[src/rtl/goodie_pkg.sv]
// Shared constants, slot state encoding and helpers for the goodie spawner.
// Parked coordinates sit outside the visible play field.
package goodie_pkg;

  localparam int          N_GOODIES   = 9;
  localparam int          GOODIE_SIZE = 20;
  localparam logic [10:0] PARK_X      = 11'd2047;
  localparam logic [9:0]  PARK_Y      = 10'd1023;
  localparam logic [15:0] LFSR_MASK   = 16'hB400;

  typedef enum logic [1:0] {
    SLOT_WAIT   = 2'd0,
    SLOT_ACTIVE = 2'd1,
    SLOT_DONE   = 2'd2
  } slot_state_t;

  function automatic logic [3:0] count_ones(input logic [N_GOODIES-1:0] v);
    logic [3:0] c;
    c = 4'd0;
    for (int k = 0; k < N_GOODIES; k++) begin
      c = c + 4'(v[k]);
    end
    return c;
  endfunction

endpackage

[src/rtl/goodie_lfsr.sv]
// 16-bit Galois LFSR used as the spawn-height source.
// It steps every cycle, independent of play, so that heights vary with timing.
module goodie_lfsr
  import goodie_pkg::*;
#(
  parameter logic [15:0] SEED = 16'hACE1
) (
  input  logic       clk_i,
  input  logic       game_start_i,
  output logic [9:0] rnd_o
);

  logic [15:0] lfsr_q, lfsr_d;

  always_comb begin
    lfsr_d = {1'b0, lfsr_q[15:1]} ^ (lfsr_q[0] ? LFSR_MASK : 16'h0000);
  end

  always_ff @(posedge clk_i) begin
    if (game_start_i) begin
      lfsr_q <= SEED;
    end else begin
      lfsr_q <= lfsr_d;
    end
  end

  assign rnd_o = lfsr_q[9:0];

endmodule

[src/rtl/goodie_spawner.sv]
// Owns the goodie slots: launches them off the right edge, scrolls them left per frame,
// and parks them when collected or missed. Flat x/y ports match the collector interface.
module goodie_spawner
  import goodie_pkg::*;
#(
  parameter int          SCREEN_W  = 1280,
  parameter int          Y_MIN     = 64,
  parameter int          Y_MAX     = 900,
  parameter int          SPEED     = 2,
  parameter int          SPAWN_GAP = 60,
  parameter logic [15:0] LFSR_SEED = 16'hACE1
) (
  input  logic                 clk_i,
  input  logic                 game_start_i,
  input  logic                 play_i,
  input  logic                 frame_tick_i,
  input  logic [N_GOODIES-1:0] collected_i,
  output logic [10:0]          goodie_pos_x1_o,
  output logic [10:0]          goodie_pos_x2_o,
  output logic [10:0]          goodie_pos_x3_o,
  output logic [10:0]          goodie_pos_x4_o,
  output logic [10:0]          goodie_pos_x5_o,
  output logic [10:0]          goodie_pos_x6_o,
  output logic [10:0]          goodie_pos_x7_o,
  output logic [10:0]          goodie_pos_x8_o,
  output logic [10:0]          goodie_pos_x9_o,
  output logic [9:0]           goodie_pos_y1_o,
  output logic [9:0]           goodie_pos_y2_o,
  output logic [9:0]           goodie_pos_y3_o,
  output logic [9:0]           goodie_pos_y4_o,
  output logic [9:0]           goodie_pos_y5_o,
  output logic [9:0]           goodie_pos_y6_o,
  output logic [9:0]           goodie_pos_y7_o,
  output logic [9:0]           goodie_pos_y8_o,
  output logic [9:0]           goodie_pos_y9_o,
  output logic [N_GOODIES-1:0] goodie_active_o,
  output logic [3:0]           missed_count_o,
  output logic                 course_done_o
);

  localparam int Y_SPAN = Y_MAX - Y_MIN + 1;

  logic                 tick_play;
  logic [9:0]           rnd;
  logic [9:0]           launch_y;
  logic                 launch;
  logic [15:0]          cnt_q, cnt_d;
  logic [3:0]           idx_q, idx_d;
  logic [3:0]           missed_q, missed_d;
  logic                 fired_q, fired_d;
  logic                 course_done_q, course_done_d;
  logic [N_GOODIES-1:0] exit_w, done_d_w, active_w;
  logic [10:0]          x_w [N_GOODIES];
  logic [9:0]           y_w [N_GOODIES];

  assign tick_play = frame_tick_i & play_i;

  goodie_lfsr #(.SEED(LFSR_SEED)) u_lfsr (
    .clk_i        (clk_i),
    .game_start_i (game_start_i),
    .rnd_o        (rnd)
  );

  // Fold the 10-bit random value into [Y_MIN, Y_MAX]; span >= 512 makes one subtraction enough.
  always_comb begin
    if (rnd <= 10'(Y_SPAN - 1)) begin
      launch_y = 10'(11'(Y_MIN) + 11'(rnd));
    end else begin
      launch_y = 10'(11'(Y_MIN) + 11'(rnd) - 11'(Y_SPAN));
    end
  end

  always_comb begin
    cnt_d  = cnt_q;
    idx_d  = idx_q;
    launch = 1'b0;
    if (tick_play && (idx_q < 4'(N_GOODIES))) begin
      if (cnt_q == 16'(SPAWN_GAP - 1)) begin
        launch = 1'b1;
        idx_d  = idx_q + 4'd1;
        cnt_d  = 16'd0;
      end else begin
        cnt_d = cnt_q + 16'd1;
      end
    end
  end

  for (genvar i = 0; i < N_GOODIES; i++) begin : g_slot
    slot_state_t st_q, st_d;
    logic [10:0] sx_q, sx_d;
    logic [9:0]  sy_q, sy_d;
    logic        ex;

    always_comb begin
      st_d = st_q;
      sx_d = sx_q;
      sy_d = sy_q;
      ex   = 1'b0;
      case (st_q)
        SLOT_WAIT: begin
          if (launch && (idx_q == 4'(i))) begin
            st_d = SLOT_ACTIVE;
            sx_d = 11'(SCREEN_W);
            sy_d = launch_y;
          end
        end
        SLOT_ACTIVE: begin
          if (collected_i[i]) begin
            st_d = SLOT_DONE;
            sx_d = PARK_X;
            sy_d = PARK_Y;
          end else if (tick_play) begin
            if (sx_q >= 11'(SPEED)) begin
              sx_d = sx_q - 11'(SPEED);
            end else begin
              st_d = SLOT_DONE;
              sx_d = PARK_X;
              sy_d = PARK_Y;
              ex   = 1'b1;
            end
          end
        end
        default: ;
      endcase
    end

    always_ff @(posedge clk_i) begin
      if (game_start_i) begin
        st_q <= SLOT_WAIT;
        sx_q <= PARK_X;
        sy_q <= PARK_Y;
      end else begin
        st_q <= st_d;
        sx_q <= sx_d;
        sy_q <= sy_d;
      end
    end

    assign x_w[i]      = sx_q;
    assign y_w[i]      = sy_q;
    assign exit_w[i]   = ex;
    assign done_d_w[i] = (st_d == SLOT_DONE);
    assign active_w[i] = (st_q == SLOT_ACTIVE);
  end

  always_comb begin
    logic [4:0] sum;
    sum      = {1'b0, missed_q} + {1'b0, count_ones(exit_w)};
    missed_d = (sum > 5'd9) ? 4'd9 : sum[3:0];
    // Pulse once: fired_q blocks repeats until the next game.
    course_done_d = (&done_d_w) & ~fired_q;
    fired_d       = fired_q | (&done_d_w);
  end

  always_ff @(posedge clk_i) begin
    if (game_start_i) begin
      cnt_q         <= 16'd0;
      idx_q         <= 4'd0;
      missed_q      <= 4'd0;
      fired_q       <= 1'b0;
      course_done_q <= 1'b0;
    end else begin
      cnt_q         <= cnt_d;
      idx_q         <= idx_d;
      missed_q      <= missed_d;
      fired_q       <= fired_d;
      course_done_q <= course_done_d;
    end
  end

  assign goodie_active_o = active_w;
  assign missed_count_o  = missed_q;
  assign course_done_o   = course_done_q;

  assign goodie_pos_x1_o = x_w[0];
  assign goodie_pos_x2_o = x_w[1];
  assign goodie_pos_x3_o = x_w[2];
  assign goodie_pos_x4_o = x_w[3];
  assign goodie_pos_x5_o = x_w[4];
  assign goodie_pos_x6_o = x_w[5];
  assign goodie_pos_x7_o = x_w[6];
  assign goodie_pos_x8_o = x_w[7];
  assign goodie_pos_x9_o = x_w[8];
  assign goodie_pos_y1_o = y_w[0];
  assign goodie_pos_y2_o = y_w[1];
  assign goodie_pos_y3_o = y_w[2];
  assign goodie_pos_y4_o = y_w[3];
  assign goodie_pos_y5_o = y_w[4];
  assign goodie_pos_y6_o = y_w[5];
  assign goodie_pos_y7_o = y_w[6];
  assign goodie_pos_y8_o = y_w[7];
  assign goodie_pos_y9_o = y_w[8];

endmodule

[config.mk]
export PLATFORM = sky130hd
export DESIGN_NAME = goodie_spawner
export DESIGN_NICKNAME = d
export VERILOG_FILES = /design/src/rtl/goodie_pkg.sv /design/src/rtl/goodie_lfsr.sv /design/src/rtl/goodie_spawner.sv
export SDC_FILE = /design/constraint.sdc
export NUM_CORES = 1
export LEC_CHECK = 0
export CORE_MARGIN = 8
export CORE_UTILIZATION = 52
export CTS_BUF_LIST = sky130_fd_sc_hd__clkbuf_16
export CTS_CLUSTER_DIAMETER = 100
export CTS_CLUSTER_SIZE = 28
export DETAILED_ROUTE_END_ITERATION = 10
export GPL_TIMING_DRIVEN = 0
export PLACE_DENSITY_LB_ADDON = 0.08
export SLEW_MARGIN = 20
export SYNTH_ARGS = -nofsm -noshare
export SYNTH_HDL_FRONTEND = slang
export SYNTH_SLANG_ARGS = --single-unit
[constraint.sdc]
create_clock -name clk_i -period 6.4 [get_ports clk_i]
set_input_delay 1.28 -clock clk_i [delete_from_list [all_inputs] [get_ports clk_i]]
set_output_delay 1.28 -clock clk_i [all_outputs]
set_load 0.03 [all_outputs]
==> results of run 1 <==
[Yosys cell counts, types with 4 or more instances]
cell,n
a211oi_1,15
a21o_1,9
a21oi_1,121
a2bb2oi_1,30
a31o_2,5
a31oi_1,40
and2_1,13
and3_1,5
and4_1,4
buf_2,6
clkbuf_1,41
dfxtp_1,249
fa_1,6
ha_1,26
inv_1,64
nand2_1,93
nand2b_1,17
nand3_1,47
nand4_1,16
nor2_1,199
nor2b_1,16
nor3_1,39
nor3b_1,16
nor4_1,14
nor4_2,4
nor4_4,4
nor4b_1,6
o211ai_1,8
o21a_1,8
o21ai_0,49
o21ai_1,4
o22ai_1,31
o31ai_1,4
or2_2,11
or3_1,15
or4_1,8
xnor2_1,24
xor2_1,24
[power by group through the flow]
stage | logic [uW] | clock network (uW) | registers [uW]
finish | 140 | 855 | 1560
global route | 149 | 922 | 1570
CTS | 137 | 868 | 1560
detailed placement | 136 | 0 | 1600
global placement | 133 | 0 | 1600
floorplan | 80.9 | 0 | 1600
[flip-flops by register name (all words and copies together), names as in the netlist, 11 cells and up]
signal	cells
goodie_pos_x2_o	11
goodie_pos_x8_o	11
goodie_pos_x4_o	11
cnt_q	16
goodie_pos_x9_o	11
g_slot.st_q	18
goodie_pos_x1_o	11
u_lfsr.lfsr_q	16
goodie_pos_x7_o	11
goodie_pos_x6_o	11
goodie_pos_x3_o	11
goodie_pos_x5_o	11
[cell type report]
| cell class | count | area share [%] |
|---|---|---|
| multi-input cells | 979 | 41.9 |
| diodes | 1 | 0.0177 |
| flip-flops and latches | 249 | 35.2 |
| clock buffers | 13 | 2.30 |
| well taps | 280 | 2.47 |
| inverters | 66 | 1.75 |
| repair buffers | 211 | 14.9 |
| plain buffers | 50 | 1.41 |
| clock inverters | 2 | 0.0530 |
[placed cells by master (no fill, tap or decap), drive strengths merged, types with 22 or more instances in the layout]
cell           instances
a21oi                121
a2bb2oi               30
a31oi                 40
clkbuf                54
clkdlybuf4s50        211
dfxtp                249
ha                    26
inv                   65
nand2                 94
nand3                 47
nor2                 202
nor3                  41
nor4                  22
o21ai                 55
o22ai                 31
xnor2                 24
xor2                  24
[metal layers]
| layer | GRT usage (%) | vias up | part of all wire [%] |
|---|---|---|---|
| met1 | 32.3 | 5135 | 44 |
| li1 | - | 5243 | - |
| met5 | 0 | - | 0 |
| met2 | 40.9 | 362 | 46 |
| met3 | 4.56 | 62 | 7.1 |
| met4 | 6.82 | 0 | 2.5 |
[per-stage QoR]
| step | area [sq um] | power, uW |
|---|---|---|
| after floorplan | 11300 | 1680 |
| after global placement | 13800 | 1730 |
| after detailed placement | 13800 | 1730 |
| after CTS | 14100 | 2570 |
| after global routing | 14200 | 2640 |
| final | 14200 | 2560 |
[kinds of logic after synthesis]
family / count (synthesis) / share of synthesized area [%]
simple gates: 545 / 24.4
buf+inv: 116 / 3.94
xor+xnor: 48 / 3.71
mux: 2 / 0.177
compound gates: 352 / 19.8
flops: 249 / 44.0
fa+ha+maj: 32 / 3.93
[final timing paths]
kind / from / endpoint / slack (ns) / cells after the start
worst max-delay path: frame_tick_i / missed_count_o[3] / 0.56 / 17
worst max register to register: goodie_pos_x3_o[1] / missed_count_o[3] / 1.24 / 17
worst min-delay path: u_lfsr.lfsr_q[12] / u_lfsr.lfsr_q[11] / 0.45 / 1
worst min register to register: u_lfsr.lfsr_q[12] / u_lfsr.lfsr_q[11] / 0.45 / 1
==> results.yml, run 1 <==
clock_network:
  ctsResizeCount: 0
  path_clk_slew_ns: 0.11
  clock_path_buffers: 3
  cts_tree: "built"
  cts_made_buffers: 12
  post-cts-setup-buffers: 0
  cts.htree.levels: 1
  ctsHoldBuffers: 0
  insertion_delay_ns: 0.49
  cts_root_buf: "clkbuf_16"
  clkSinkCount: 249
timing:
  post-route-min-period_ns: 5.84
  hold_slack_ns: 0.446
  min_period_over_period_pct: 91.3
  maxSlewHeadroom_pct: 21.3
  worstMarginPinSlew_ns: 1.18
  skew_ns: 0.0234
  hold_viol: 0
  setup_violations: 0
  fin_setup_tns_ns: 0
  setup_slack_ns: 0.560
  rsz0062_at_grt: "false"
  slew_viol_final: 0
  clock.fmax_mhz: 171
global_routing:
  grt_use_total_pct: 24.7
  grt_pass1_vias: 9890
  grt-ovfl-total: 0
  grt_max_degree: 29
  grt_pass1_wl_um: 53800
  antenna_found_initial: 1
critical_path:
  crit_required_ns: 6.79
  crit_path_start_kind: "primary input"
  endpoint_kind: "flop"
  slowest_delay_ns: 0.55
  critPathArrivalTime_ns: 6.23
  cp_top_family: "adder cells"
  worstPathCellList: "clkdlybuf4s50_1 -> and2_1 -> clkbuf_1 -> and4b_1 -> nand3_1 -> nor3_1 -> fa_1 -> inv_1 -> fa_1 -> inv_1 -> fa_1 -> ha_1 -> fa_1 -> a21o_1 -> a21oi_1 -> nand2b_1 -> and2_1"
  crit_type: "primary input to flop"
  crit_fanout: 10
  crit_top_cell: "fa_1"
  crit_buf_inv: 4
  cp_slowest_cell: "clkbuf_1"
die:
  pin_count: 216
  initial_core_util_pct: 52.4
  die_width_um: 164
  dieArea_sq_mm: 0.0268
  die_y_um: 164
  fp.coreArea_sq_mm: 0.0216
  fp-row-count: 54
synthesis:
  yosysUniqueCellTypes: 72
  yosysSeqAreaShare_pct: 44.0
  ys_top_cells_by_area: "dfxtp_1 44%, nor2_1 6.6%, a21oi_1 5.3%, nand2_1 3.1%, ha_1 2.9%"
  netlist_area_sq_mm: 0.0113
  synth_nets: 1389
  synth_top_cell_by_area: "dfxtp_1"
  yosys.area.top_type_share_pct: 44.0
  synth.avg_cell_area_sq_um: 8.43
  synth-edff-count: 0
  synthCells: 1344
  ys_warn_count: 0
  synthFlopType: "dfxtp_1"
  ys_ff_latch: 249
  async_flop_share_pct: 0
power:
  p_clk_share_pct: 33.4
  switching_share_pct: 23.3
  switching_power_uw: 596
  pwr-share-seq_pct: 61.1
  p_per_area_mw_per_mm2: 181
  vdd_drop_max_v: 0.000232
  p_comb_share_pct: 5.5
  power_leakage_uw: 0.00549
  p_int_uw: 1960
place:
  dp_cells: 1835
  hpwl_um: 25900
  numPortBuffers: 211
  dp_slack_ns: 0.00153
  place_congestion: 0.900
detailed_routing:
  drtPass1Iterations: 6
  via_per_inst: 5.84
  drt-total-wl_um: 34500
  wl_per_cell_um: 18.6
  drc: 0
  antenna_left: 0
  drt_iter0_drc: 791
  vias: 10800
cells_and_area:
  final_core_utilization_pct: 65.5
  area_growth_pct: 25.0
  nets: 1614
  drive_above_1_share_pct: 4.14
  area.sequential_sq_mm: 0.00498
  final_cells: 1851
  n_fill_cell: 1918
  multi_input_area_sq_mm: 0.00593
outcome:
  outcome: "finished, final reports clean"
job:
  cap_viol_max_count: 0
worst_hold_path:
  hold_class: "flop to flop"
Note: power is estimated with default switching activity, not from simulation.
==> inputs of run 2 (changes only) <==
--- a/config.mk
+++ b/config.mk
@@ -6,6 +6,8 @@
 export NUM_CORES = 1
 export LEC_CHECK = 0
+export CELL_PAD_IN_SITES_DETAIL_PLACEMENT = 1
+export CELL_PAD_IN_SITES_GLOBAL_PLACEMENT = 1
 export CORE_MARGIN = 8
-export CORE_UTILIZATION = 52
+export CORE_UTILIZATION = 39
 export CTS_BUF_LIST = sky130_fd_sc_hd__clkbuf_16
 export CTS_CLUSTER_DIAMETER = 100
==> constraint.sdc (replaced) <==
create_clock -name clk_i -period 6.4 [get_ports clk_i]
set_input_delay 0.64 -clock clk_i [delete_from_list [all_inputs] [get_ports clk_i]]
set_output_delay 0.64 -clock clk_i [all_outputs]
set_load 0.03 [all_outputs]
==> run 2 against run 1 <==
  * First-iteration DRC count decreased by 36%
  * Largest cell class unchanged
  * Die area up 30%
  * Clock power rose by 11%
  * Combinational power is 6% higher
  * Total power increased by 4.1%
==> results.yml, run 2 (same netlist as run 1, synthesis figures left out) <==
critical_path:
  endpoint_kind: "flop"
  critPathArrivalTime_ns: 5.77
  crit_path_start_kind: "primary input"
  crit_type: "primary input to flop"
  cp_top_family: "buffers and inverters"
  r2r_end: "missed_count_o[2]"
  rr_worst_depth: 17
  slowest_delay_ns: 0.63
  cp.depth: 16
  crit_start: "play_i"
  crit_required_ns: 6.80
  worstSetupEndpoint: "missed_count_o[2]"
  cp_slowest_cell: "clkbuf_1"
  crit_top_cell: "fa_1"
  r2r-start: "goodie_pos_x3_o[1]"
  crit_buf_inv: 5
  crit_fanout: 10
  ff2ff_setup_slack_ns: 1.12
  worstPathCellList: "clkdlybuf4s50_1 -> and2_1 -> clkbuf_1 -> clkbuf_1 -> and4_1 -> fa_1 -> inv_1 -> fa_1 -> inv_1 -> fa_1 -> ha_1 -> fa_1 -> a21o_1 -> a21oi_1 -> nand2b_1 -> nor3b_1"
cells_and_area:
  area.sequential_sq_mm: 0.00498
  nets: 1616
  diodes: 0
  largest_reg_flops: 18
  drive_above_1_share_pct: 4.76
  final_core_utilization_pct: 50.2
  top_register: "g_slot.st_q"
  fin_area_sq_mm: 0.0144
  final_common_cell: "dfxtp_1"
  layout_common_cells: "249 x dfxtp_1, 211 x clkdlybuf4s50_1, 199 x nor2_1"
  area_growth_pct: 27.0
  n_fill_cell: 3420
  largestRegisters: "g_slot.st_q x18, cnt_q x16, u_lfsr.lfsr_q x16"
  multi_input_area_sq_mm: 0.00596
timing:
  hold_viol: 0
  worstMarginPinSlew_ns: 1.00
  skew_ns: 0.0184
  post-route-min-period_ns: 5.38
  rsz0062_at_grt: "false"
  clock.fmax_mhz: 186
  fin_setup_tns_ns: 0
  maxSlewHeadroom_pct: 32.9
  setup_slack_ns: 1.02
  slew_viol_final: 0
  setup_violations: 0
  min_period_over_period_pct: 84.0
place:
  hpwl_um: 30500
  dp_slack_ns: 0.574
  place_congestion: 0.833
  numPortBuffers: 211
  dpl_cell_area_sq_mm: 0.0140
die:
  fp.coreArea_sq_mm: 0.0286
  die_width_um: 186
  initial_core_util_pct: 39.6
  die_y_um: 186
  fp-row-count: 62
  dieArea_sq_mm: 0.0347
  pin_count: 216
detailed_routing:
  vias: 11000
  drc: 0
  wl_per_cell_um: 20.4
  drt-total-wl_um: 40000
  drt_iter0_drc: 509
  via_per_inst: 5.60
  antenna_left: 0
  drtPass1Iterations: 5
clock_network:
  path_clk_slew_ns: 0.10
  post-cts-setup-buffers: 0
  ctsHoldBuffers: 0
  clock_path_buffers: 3
  insertion_delay_ns: 0.49
  cts.htree.levels: 1
  clkSinkCount: 249
  cts_root_buf: "clkbuf_16"
  cts_tree: "built"
  cts_made_buffers: 13
  ctsResizeCount: 0
global_routing:
  antenna_found_initial: 1
  grt_pass1_vias: 11100
  grt_max_degree: 29
  grt-ovfl-total: 0
  grt_use_total_pct: 22.1
  grt_pass1_wl_um: 63600
power:
  power_leakage_uw: 0.00553
  vdd_drop_max_v: 0.000152
  p_per_area_mw_per_mm2: 185
outcome:
  outcome: "finished, final reports clean"
worst_hold_path:
  hold_class: "flop to flop"
job:
  cap_viol_max_count: 0
-- run 2: per-stage QoR --
step	power [uW]	std cells	hold WS [ns]
4_1_cts	2690	1959	0.421
3_3_place_gp	1740	1939	0.393
6_report	2660	1959	0.422
2_1_floorplan	1680	1344	0.389
3_5_place_dp	1750	1940	0.399
5_1_grt	2750	1959	0.436
-- run 2: how the worst min path moves through the flow --
| stage | endpoint | startpoint | slack (ns) | cells after the start |
|---|---|---|---|---|
| 2_1_floorplan | u_lfsr.lfsr_q[11] | u_lfsr.lfsr_q[12] | 0.39 | 1 |
| 5_1_grt | u_lfsr.lfsr_q[11] | u_lfsr.lfsr_q[12] | 0.44 | 1 |
| 4_1_cts | course_done_o | fired_q | 0.42 | 1 |
| 6_report | u_lfsr.lfsr_q[11] | u_lfsr.lfsr_q[12] | 0.42 | 1 |
| 3_5_place_dp | u_lfsr.lfsr_q[11] | u_lfsr.lfsr_q[12] | 0.40 | 1 |
| 3_3_place_gp | u_lfsr.lfsr_q[11] | u_lfsr.lfsr_q[12] | 0.39 | 1 |
-- run 2: final cells by class --
class	instances	share of cell area (%)
multi-input combinational	979	41.4
sequential	249	34.7
timing repair buffer	212	14.8
tap	384	3.34
clock buffer	13	2.26
inverter	66	1.72
buffer	50	1.38
clock inverter	6	0.461
-- run 2: power by group --
| part | switching, uW | internal [uW] | leakage (uW) |
|---|---|---|---|
| clock | 527 | 422 | 0.000194 |
| sequential | 7.30 | 1560 | 0.00202 |
| combinational | 109 | 39.7 | 0.00332 |
| total | 643 | 2020 | 0.00553 |
-- run 2: per-layer routing --
metal | track usage, % | wire (um)
met3 | 3.77 | 1870
met5 | 0 | 12
met4 | 5.20 | 752
met2 | 37.6 | 18900
met1 | 28.7 | 18400
==> inputs of run 3 (changes only) <==
- CORE_UTILIZATION: 39 -> 35
- clock period: 6.4 -> 4.35 ns (I/O delays scaled with it)
==> run 3 against run 2 <==
  * Hold slack gained 0.0091 ns
  * Sequential power grew 47%
  * Highest routed layer is now met4
  * Design area grew 2.6%
  * Sequential share of layout area shrank 0.71 points
  * Final cell count grew 2.0%
==> results.yml, run 3 (same netlist as run 1, synthesis figures left out) <==
clock_network:
  ctsHoldBuffers: 0
  cts_made_buffers: 13
  clock_path_buffers: 3
  path_clk_slew_ns: 0.11
  cts_root_buf: "clkbuf_16"
  cts.htree.levels: 1
  cts_tree: "built"
  clkSinkCount: 249
  insertion_delay_ns: 0.51
timing:
  slew_viol_final: 0
  min_period_over_period_pct: 99.7
  fin_setup_tns_ns: 0
  setup_slack_ns: 0.0109
  hold_viol: 0
  rsz0062_at_grt: "true"
  worstMarginPinSlew_ns: 1.17
  post-route-min-period_ns: 4.34
  setup_violations: 0
  hold_slack_ns: 0.431
  clock.fmax_mhz: 230
  maxSlewHeadroom_pct: 21.4
  skew_ns: 0.0236
power:
  p_total_uw: 3910
  power_leakage_uw: 0.00571
  p_comb_share_pct: 5.8
  switching_power_uw: 989
  vdd_drop_max_v: 0.000222
  p_per_area_mw_per_mm2: 265
  p_clk_share_pct: 35.4
  pwr-share-seq_pct: 58.8
  switching_share_pct: 25.3
  p_int_uw: 2920
critical_path:
  cp_top_family: "adder cells"
  crit_type: "flop to flop"
  crit_buf_inv: 2
  cp.depth: 15
  cp_slowest_cell: "or4_4"
  crit_top_cell: "fa_1"
  critPathArrivalTime_ns: 4.74
  crit_path_start_kind: "flop"
  worstPathCellList: "or4_4 -> o31ai_4 -> or2_4 -> nor3_4 -> fa_1 -> inv_1 -> fa_1 -> inv_2 -> fa_1 -> ha_2 -> fa_2 -> a21o_1 -> a21oi_2 -> nand2b_1 -> and2_1"
  slowest_delay_ns: 0.55
  crit_fanout: 6
  endpoint_kind: "flop"
  rr_worst_depth: 15
  crit_required_ns: 4.75
detailed_routing:
  drc: 0
  drt_iter0_drc: 494
  via_per_inst: 5.44
  vias: 10900
  wl_per_cell_um: 21.1
  drt-total-wl_um: 42100
  drtPass1Iterations: 5
  antenna_left: 0
global_routing:
  grt-ovfl-total: 0
  grt_pass1_vias: 11100
  grt_use_total_pct: 21.4
  grt_max_degree: 29
  antenna_found_initial: 0
  grt_pass1_wl_um: 66200
cells_and_area:
  multi_input_area_sq_mm: 0.00617
  largestRegisters: "g_slot.st_q x18, cnt_q x16, u_lfsr.lfsr_q x16"
  top_register: "g_slot.st_q"
  layout_common_cells: "240 x dfxtp_1, 211 x clkdlybuf4s50_1, 199 x nor2_1"
  largest_reg_flops: 18
  final_core_utilization_pct: 45.8
  drive_above_1_share_pct: 8.43
  nets: 1629
  n_fill_cell: 3811
  diodes: 0
  final_common_cell: "dfxtp_1"
  area_growth_pct: 30.4
  area.sequential_sq_mm: 0.00501
outcome:
  outcome: "finished, final reports clean"
job:
  cap_viol_max_count: 0
worst_hold_path:
  hold_class: "flop to flop"
  hold_depth: 1
die:
  pin_count: 216
  fp.coreArea_sq_mm: 0.0322
  die_width_um: 196
  initial_core_util_pct: 35.2
  dieArea_sq_mm: 0.0384
  die_y_um: 196
  fp-row-count: 66
place:
  dp_slack_ns: -1.43
  place_congestion: 0.816
  numPortBuffers: 211
  hpwl_um: 31600
run 3: per-layer routing:
layer / track usage (%) / part of all wire, % / wire length [um] / up-vias
li1: - / - / - / 5272
met1: 28.4 / 47 / 19700 / 5352
met2: 35.8 / 47 / 19600 / 215
met3: 3.91 / 4.9 / 2050 / 39
met4: 4.27 / 1.7 / 735 / 0
met5: 0 / 0 / 0 / -
run 3: area by class of cell:
cell class                 instances  share of cell area, %
multi-input combinational        979                   41.8
buffer                            49                   1.40
tap                              408                   3.46
clock inverter                     8                  0.373
inverter                          66                   1.71
timing repair buffer             226                   15.1
clock buffer                      13                   2.20
sequential                       249                   33.9
run 3: worst paths after layout:
| kind | startpoint | endpoint | slack (ns) |
|---|---|---|---|
| max reg2reg | goodie_pos_x7_o[5] | missed_count_o[3] | 0.01 |
| min | fired_q | course_done_o | 0.43 |
| max | goodie_pos_x7_o[5] | missed_count_o[3] | 0.01 |
| min reg2reg | fired_q | course_done_o | 0.43 |
run 3: repair_timing:
action	in CTS	in global routing
cloned	0	0
setup endpoints to repair	4	4
setup buffers	8	6
resized for setup	46	20
pin swaps	11	13
run 3: worst register-to-register path: cells and delay by family, from the launching register on:
family | cells | cell delay [ns]
flip-flops | 1 | 0.36
adder cells (fa/ha/maj) | 5 | 2.08
AND/OR/NAND/NOR | 5 | 1.12
buffers and inverters | 2 | 0.09
AO/OA/AOI/OAI | 3 | 0.60
run 3: through the flow:
step / cell area, sq um / cells
global placement: 14000 / 1963
global route: 14800 / 1998
detailed placement: 14000 / 1964
finish: 14800 / 1998
floorplan: 11300 / 1344
CTS: 14600 / 1992
run 3: power groups by stage:
stage                     clock (uW)  combinational [uW]  sequential, uW
after floorplan                    0                 119            2350
after global placement             0                 212            2350
after detailed placement           0                 223            2350
after CTS                       1440                 227            2300
after global routing            1530                 242            2300
final                           1380                 225            2300
